--- config.mk ---
export PLATFORM = sky130hd
export DESIGN_NAME = alu_cc_unit
export DESIGN_NICKNAME = d
export VERILOG_FILES = /design/src/rtl/alu_cc_pkg.sv /design/src/rtl/alu_cc_fifo.sv /design/src/rtl/alu_cc_unit.sv
export SDC_FILE = /design/constraint.sdc
export NUM_CORES = 1
export LEC_CHECK = 0
export CORE_MARGIN = 4
export CORE_UTILIZATION = 51
export CTS_CLUSTER_DIAMETER = 120
export CTS_CLUSTER_SIZE = 8
export DETAILED_ROUTE_END_ITERATION = 6
export MAX_ROUTING_LAYER = met4
export PLACE_DENSITY = 0.85
export SYNTH_ARGS = -nofsm -noshare
export SYNTH_HDL_FRONTEND = slang
export SYNTH_SLANG_ARGS = --single-unit
--- constraint.sdc ---
create_clock -name clk -period 1.6 [get_ports clk]
set_input_delay 0.24 -clock clk [delete_from_list [all_inputs] [get_ports clk]]
set_output_delay 0.24 -clock clk [all_outputs]
set_load 0.03 [all_outputs]
--- src/rtl/alu_cc_pkg.sv ---
// -----------------------------------------------------------------------------
// alu_cc_pkg
// Shared definitions for the ALU result / condition-code unit:
//   - branch condition code encodings COND_EQ .. COND_NV
//   - branch FSM state encoding BR_IDLE / BR_WAIT / BR_RESP
//   - the {z,v,n} flags struct and its width
// Build option (consumed in alu_cc_unit): ALU_CC_SIGNED_COND_EN
// -----------------------------------------------------------------------------
package alu_cc_pkg;

    localparam int DATA_W  = 16;
    localparam int FLAGS_W = 3;

    // Branch condition encodings.
    localparam logic [2:0] COND_EQ = 3'b000;
    localparam logic [2:0] COND_NE = 3'b001;
    localparam logic [2:0] COND_LT = 3'b010;
    localparam logic [2:0] COND_GE = 3'b011;
    localparam logic [2:0] COND_MI = 3'b100;
    localparam logic [2:0] COND_VS = 3'b101;
    localparam logic [2:0] COND_AL = 3'b110;
    localparam logic [2:0] COND_NV = 3'b111;

    typedef enum logic [1:0] {
        BR_IDLE = 2'b00,
        BR_WAIT = 2'b01,
        BR_RESP = 2'b10
    } br_state_t;

    // Packed in {z,v,n} order so the struct maps directly onto cc_flags.
    typedef struct packed {
        logic z;
        logic v;
        logic n;
    } flags_t;

endpackage

--- src/rtl/alu_cc_fifo.sv ---
// -----------------------------------------------------------------------------
// alu_cc_fifo
// Two-entry in-order result buffer. Each entry holds result, destination
// register, {z,v,n} flags and the setcc bit. Also tracks how many buffered
// entries will update the condition codes when they retire (pending_o).
//
// Ports:
//   clk, rst_n              clock, async active-low reset
//   push_valid_i/ready_o    producer handshake (ready is registered-state only)
//   push_data_i/rd_i/flags_i/setcc_i   entry fields
//   pop_valid_o/ready_i     consumer handshake on the head entry
//   head_data_o/rd_o/flags_o/setcc_o   head entry fields
//   pop_o                   a pop happens at the next rising edge
//   pending_o               buffered entries with setcc=1
// -----------------------------------------------------------------------------
module alu_cc_fifo
    import alu_cc_pkg::*;
#(
    parameter int DEPTH = 2,   // only 2 is supported (1-bit pointers)
    parameter int RD_W  = 3
) (
    input  logic              clk,
    input  logic              rst_n,
    input  logic              push_valid_i,
    output logic              push_ready_o,
    input  logic [DATA_W-1:0] push_data_i,
    input  logic [RD_W-1:0]   push_rd_i,
    input  logic [2:0]        push_flags_i,
    input  logic              push_setcc_i,
    output logic              pop_valid_o,
    input  logic              pop_ready_i,
    output logic [DATA_W-1:0] head_data_o,
    output logic [RD_W-1:0]   head_rd_o,
    output logic [2:0]        head_flags_o,
    output logic              head_setcc_o,
    output logic              pop_o,
    output logic [1:0]        pending_o
);

    localparam logic [1:0] FULL_CNT = 2'(DEPTH);

    logic [DATA_W-1:0] data_q  [2];
    logic [RD_W-1:0]   rd_q    [2];
    logic [2:0]        flags_q [2];
    logic              setcc_q [2];

    logic       head_q, head_d;
    logic       tail_q, tail_d;
    logic [1:0] count_q, count_d;
    logic [1:0] pending_q, pending_d;
    logic       push;

    // Ready depends only on registered count, so a pop in the same cycle
    // never frees a slot for a push (no wb_ready -> in_ready path).
    assign push_ready_o = (count_q != FULL_CNT);
    assign pop_valid_o  = (count_q != 2'd0);
    assign push         = push_valid_i && push_ready_o;
    assign pop_o        = pop_valid_o && pop_ready_i;

    assign head_data_o  = data_q[head_q];
    assign head_rd_o    = rd_q[head_q];
    assign head_flags_o = flags_q[head_q];
    assign head_setcc_o = setcc_q[head_q];
    assign pending_o    = pending_q;

    // NOTE: every variable gets a default at the top of an always_comb so no
    // path leaves it unassigned, which would otherwise infer a latch.
    always_comb begin
        head_d    = head_q;
        tail_d    = tail_q;
        count_d   = count_q;
        pending_d = pending_q;
        if (push) begin
            tail_d = ~tail_q;
            if (push_setcc_i) pending_d = pending_d + 2'd1;
        end
        if (pop_o) begin
            head_d = ~head_q;
            if (setcc_q[head_q]) pending_d = pending_d - 2'd1;
        end
        unique case ({push, pop_o})
            2'b10:   count_d = count_q + 2'd1;
            2'b01:   count_d = count_q - 2'd1;
            default: count_d = count_q;
        endcase
    end

    // NOTE: sequential state uses non-blocking assignments so every register
    // samples pre-edge values regardless of statement order.
    always_ff @(posedge clk or negedge rst_n) begin
        if (!rst_n) begin
            head_q    <= 1'b0;
            tail_q    <= 1'b0;
            count_q   <= 2'd0;
            pending_q <= 2'd0;
        end else begin
            head_q    <= head_d;
            tail_q    <= tail_d;
            count_q   <= count_d;
            pending_q <= pending_d;
        end
    end

    // NOTE: the storage is reset because the head entry drives wb_data/wb_rd
    // directly and those outputs must read zero out of reset; at two entries
    // the reset cost is negligible.
    always_ff @(posedge clk or negedge rst_n) begin
        if (!rst_n) begin
            for (int i = 0; i < 2; i++) begin
                data_q[i]  <= '0;
                rd_q[i]    <= '0;
                flags_q[i] <= '0;
                setcc_q[i] <= 1'b0;
            end
        end else if (push) begin
            data_q[tail_q]  <= push_data_i;
            rd_q[tail_q]    <= push_rd_i;
            flags_q[tail_q] <= push_flags_i;
            setcc_q[tail_q] <= push_setcc_i;
        end
    end

endmodule

--- src/rtl/alu_cc_unit.sv ---
// -----------------------------------------------------------------------------
// alu_cc_unit
// Result-side consumer for the 16-bit ALU. Buffers up to two results,
// retires them in order to register-file writeback, commits flags of setcc
// results into the condition-code register on retire, and answers branch
// queries once no buffered flag-setting result remains.
//
// Ports:
//   clk, rst_n                         clock, async active-low reset
//   in_valid/in_ready                  ALU result handshake
//   in_result, in_z/in_v/in_n, in_rd, in_setcc   result fields
//   wb_valid/wb_ready, wb_data, wb_rd  writeback of the head entry
//   br_req, br_cond                    branch query (held until br_ack)
//   br_ack, br_taken                   one-cycle response, held result
//   cc_flags                           committed {z,v,n}
//
// Build option: ALU_CC_SIGNED_COND_EN -- LT/GE use n^v (signed compare);
// otherwise LT/GE use n alone.
// -----------------------------------------------------------------------------
module alu_cc_unit
    import alu_cc_pkg::*;
#(
    parameter int DEPTH = 2,
    parameter int RD_W  = 3
) (
    input  logic            clk,
    input  logic            rst_n,
    input  logic            in_valid,
    output logic            in_ready,
    input  logic [15:0]     in_result,
    input  logic            in_z,
    input  logic            in_v,
    input  logic            in_n,
    input  logic [RD_W-1:0] in_rd,
    input  logic            in_setcc,
    output logic            wb_valid,
    input  logic            wb_ready,
    output logic [15:0]     wb_data,
    output logic [RD_W-1:0] wb_rd,
    input  logic            br_req,
    input  logic [2:0]      br_cond,
    output logic            br_ack,
    output logic            br_taken,
    output logic [2:0]      cc_flags
);

    logic       pop;
    logic [2:0] head_flags;
    logic       head_setcc;
    logic [1:0] pending;

    flags_t     cc_q, cc_d;
    br_state_t  state_q, state_d;
    logic       taken_q, taken_d;

    alu_cc_fifo #(
        .DEPTH (DEPTH),
        .RD_W  (RD_W)
    ) u_fifo (
        .clk          (clk),
        .rst_n        (rst_n),
        .push_valid_i (in_valid),
        .push_ready_o (in_ready),
        .push_data_i  (in_result),
        .push_rd_i    (in_rd),
        .push_flags_i ({in_z, in_v, in_n}),
        .push_setcc_i (in_setcc),
        .pop_valid_o  (wb_valid),
        .pop_ready_i  (wb_ready),
        .head_data_o  (wb_data),
        .head_rd_o    (wb_rd),
        .head_flags_o (head_flags),
        .head_setcc_o (head_setcc),
        .pop_o        (pop),
        .pending_o    (pending)
    );

    function automatic logic eval_cond(input logic [2:0] cond, input flags_t f);
        logic r;
        r = 1'b0;
        unique case (cond)
            COND_EQ: r = f.z;
            COND_NE: r = ~f.z;
`ifdef ALU_CC_SIGNED_COND_EN
            COND_LT: r = f.n ^ f.v;
            COND_GE: r = ~(f.n ^ f.v);
`else
            COND_LT: r = f.n;
            COND_GE: r = ~f.n;
`endif
            COND_MI: r = f.n;
            COND_VS: r = f.v;
            COND_AL: r = 1'b1;
            COND_NV: r = 1'b0;
            default: r = 1'b0;
        endcase
        return r;
    endfunction

    // Flags commit at the same edge the setcc entry retires.
    always_comb begin
        cc_d = cc_q;
        if (pop && head_setcc) cc_d = flags_t'(head_flags);
    end

    // Branch FSM. pending is registered, so a push in the WAIT cycle that
    // resolves the query is not counted and lands after the branch.
    always_comb begin
        state_d = state_q;
        taken_d = taken_q;
        unique case (state_q)
            BR_IDLE: if (br_req) state_d = BR_WAIT;
            BR_WAIT: begin
                if (pending == 2'd0) begin
                    taken_d = eval_cond(br_cond, cc_q);
                    state_d = BR_RESP;
                end
            end
            BR_RESP: state_d = BR_IDLE;
            default: state_d = BR_IDLE;
        endcase
    end

    always_ff @(posedge clk or negedge rst_n) begin
        if (!rst_n) begin
            cc_q    <= '0;
            state_q <= BR_IDLE;
            taken_q <= 1'b0;
        end else begin
            cc_q    <= cc_d;
            state_q <= state_d;
            taken_q <= taken_d;
        end
    end

    assign br_ack   = (state_q == BR_RESP);
    assign br_taken = taken_q;
    assign cc_flags = cc_q;

endmodule

==> summary.md, run 1 <==
| Metric | Value |
|---|---|
| Status | complete, but fails checks |
| Failing checks | setup timing |
| First-pass iteration count of the detailed router | 4 |
| Period utilization | 102% |
| Slew HR | between 70 and 80% |
| CTS tree | built |
| WP buf/inv | 2 |
| Critical Path, Cell by Cell | buf_8 > mux2_4 > buf_6 |
| RSZ-0062 raised after global routing | true |
| Critical path class | reg2out |
| Comb power frac | 55.7% |
| Max Fclk | ~600 MHz |
| Lkg Pwr | between 1.5 and 2 nW |
| CP arrival | 1.39 ns |
| # setup viols final | 19 |
| Critical Path Fanout Max | 7 |
| Via count | approximately 1700 |
| Row cnt | 26 |
| Clk pwr share | about 16% |
| Area grow syn2layout | 39.6% |
| Seq pwr share | between 20% and 30% |
| Die W | a little over 80 um |
| Final slew viol count | 0 |
| Syn_nets | roughly 220 |
| Remaining antenna violation count after routing | 0 |
| R2R depth | 7 |
| Cells after synthesis | around 190 |
| Area leader, netlist | dfrtp_1 |
| Most common cell after layout, fill and taps aside | mux2_4 |
| Nets | about 300 |
| First-pass GRT wire length | a little over 9000 um |
| Final min period | about 1.6 ns |
| Worst path max stage delay | between 0.4 and 0.5 ns |
| CTS Buf Count | 9 |
| Total clock sinks | slightly below 60 |
| Measured slew at the worst slew-check pin | around 0.4 ns |
| Final GP Congestion | just under 0.8 |
| Count of cell types in the netlist | 31 |
| Fin. Hold Viols | 0 |
| Clock slew at reported path FFs | approximately 0.070 ns |
| Final cell area excluding filler cells | between 3000 and 4000 um^2 |
| Worst Skew | 0.00732 ns |
| Layout cells sized above 1 | between 40 and 50% |
| Root Buffer | clkbuf_8 |
| Int Power | slightly above 0.006 W |
| Htree depth | 3 |
| Dominant cells by area after synthesis | dfrtp_1 (51%), mux2_4 (21%), mux2_2 (10%), xnor2_1 (1.9%), mux2i_1 (1.8%) |
| Ys Warns | 0 |
| Core Area | 5240 um^2 |
| Worst min path class | in2async |
| Startpoint types | register |
| Post-Syn Area | approximately 2800 um^2 |
| Crit. End Element | primary output |
| Setup ws final | -0.0344 ns |
| Chip height | slightly above 80 um |
| Vias in the first global route | 1855 |
| R2R setup slack | approximately 0.070 ns |
| Vias/cell | roughly 5 |
| Part of the Yosys area used for sequential elements | 51.4% |
| Switch share | approximately 36% |
| Overflow after GRT | 0 |
| Kind of cell adding the most delay to the critical path | flip-flops |
| # IOs | 57 |
| Die ar. | 6790 um^2 |
| CP Depth | 3 |
| Core Util, Final | 75.2% |
| Clock latency on the worst-skew pair | around 0.33 ns |
| Post-DP HPWL | roughly 3800 um |
| Total wire length | roughly 5600 um |
| Setup_tns | -0.414 ns |
| Average instance area after synthesis | around 15 um^2 |
| Post-Place Cell Area | 3550 um^2 |
| Peak VDD IR | 1.32 mV |
| Starting density of the core | a little over half |
| DRT iter0 DRCs | between 70 and 80 |
| Top-area cell type share of the netlist area | about half |
| CP max-delay cell | dfrtp_2 |
| I/O Buffers | 56 |
| Initial antenna violation count | 0 |
| Synth Register Bits | slightly below 60 |
| Maximum buffer depth of the clock tree | 2 |
| DR WL/cell | 16.6 um |
| Largest net degree at the start of global routing | 26 |
| CP Data Required Time | about 1.4 ns |
| Max Cap Violations | 0 |
| PD cells | between 2000 and 2500 nW/um^2 |
| Gr usage total | around a fifth |
| Most frequent cells in the layout | mux2_4 (59), dfrtp_1 (56), clkdlybuf4s50_1 (29) |
| # DRC | 0 |
| Ant diodes | 0 |
| Net Switching | approximately 0.0035 W |
## metrics by stage
step           hold WS (ns)  worst slack (ns)  cells  power [W]
6_report              0.370           -0.0344    337    0.00968
5_1_grt               0.409           -0.0831    337     0.0102
4_1_cts               0.349            -0.183    335    0.00899
3_5_place_dp          0.184            -0.134    317    0.00759
3_3_place_gp          0.176            -0.113    317    0.00746
2_1_floorplan       -0.0556             0.129    185    0.00605
## per-layer routing
metal | vias to the layer above | global-route usage, % | routed length (um) | share of wire, %
met5 | - | - | 0 | 0
met4 | 0 | 5.15 | 40 | 0.72
met3 | 5 | 5.53 | 245 | 4.4
met2 | 46 | 28.5 | 2720 | 49
met1 | 844 | 25.0 | 2580 | 46
li1 | 807 | - | - | -
## Yosys cell counts, drive strengths merged
library cell,instances
nand2b,2
nand2,3
o211ai,1
nor3b,2
o31ai,1
or2,1
and3b,1
ha,2
xnor2,6
inv,6
o21ai,5
a21oi,3
mux2,66
nand3,2
nor2,8
nor2b,2
buf,7
o2111ai,3
mux2i,5
dfrtp,58
xor2,1
## registers in the layout, summed over array words and instances (netlist names)
| name | cells |
|---|---|
| br_taken | 1 |
| cc_flags | 3 |
| state_q | 2 |
| u_fifo.count_q | 2 |
| u_fifo.data_q | 32 |
| u_fifo.flags_q | 6 |
| u_fifo.head_q | 1 |
| u_fifo.pending_o | 2 |
| u_fifo.rd_q | 6 |
| u_fifo.setcc_q | 2 |
| u_fifo.tail_q | 1 |
## cell families (layout without fill, tap and decap cells)
logic type | Yosys count | in the layout | synth area share, %
AO/OA/AOI/OAI | 13 | 13 | 3.02
XOR/XNOR | 7 | 7 | 2.17
adder cells (fa/ha/maj) | 2 | 2 | 0.887
buffers and inverters | 13 | 95 | 3.64
flip-flops | 58 | 58 | 51.4
multiplexers | 71 | 71 | 33.4
AND/OR/NAND/NOR | 21 | 21 | 5.41
## path summary, 6_finish.rpt
path | start | to
max reg2reg | u_fifo.head_q$_DFFE_PN0P_ | cc_flags[0]$_DFFE_PN0P_
max in group asynchronous | rst_n | u_fifo.head_q$_DFFE_PN0P_
max | u_fifo.head_q$_DFFE_PN0P_ | wb_data[15]
min reg2reg | state_q[1]$_DFFE_PN0P_ | state_q[0]$_DFFE_PN0P_
min in group clk | state_q[1]$_DFFE_PN0P_ | state_q[0]$_DFFE_PN0P_
min | rst_n | state_q[1]$_DFFE_PN0P_
## cell type report
type / instances / area, um^2
clock buffers: 11 / 141
clock inverters: 5 / 77.6
fillers: 342 / 1300
inverters: 6 / 25.0
multi-input cells: 114 / 1360
flip-flops and latches: 58 / 1450
well taps: 70 / 87.6
repair buffers: 73 / 788
## timing repair
action,4_1_cts,5_1_grt
hold buffers,1,0
hold endpoints to repair,13,0
buffers inserted,1,2
pin swaps,0,1
cloned,0,1
resized for setup,98,98
endpoints found under the setup margin,27,24
## power by group through the flow
stage	clock network [W]	registers (W)	logic, W
after floorplan	0	0.00269	0.00336
after global placement	0	0.00270	0.00476
after detailed placement	0	0.00272	0.00487
after CTS	0.00153	0.00273	0.00474
after global routing	0.00160	0.00292	0.00570
final	0.00150	0.00280	0.00539
Note: power is estimated with default switching activity, not from simulation.
==> run 2, diff against run 1 <==
--- a/config.mk
+++ b/config.mk
@@ -7,9 +7,9 @@
 export LEC_CHECK = 0
 export CORE_MARGIN = 4
 export CORE_UTILIZATION = 51
-export CTS_CLUSTER_DIAMETER = 120
 export CTS_CLUSTER_SIZE = 8
 export DETAILED_ROUTE_END_ITERATION = 6
+export HOLD_SLACK_MARGIN = 0.02
 export MAX_ROUTING_LAYER = met4
 export PLACE_DENSITY = 0.85
 export SYNTH_ARGS = -nofsm -noshare
==> results of run 2 <==
The final DEF is identical to that of run 1; final timing and power are the same.
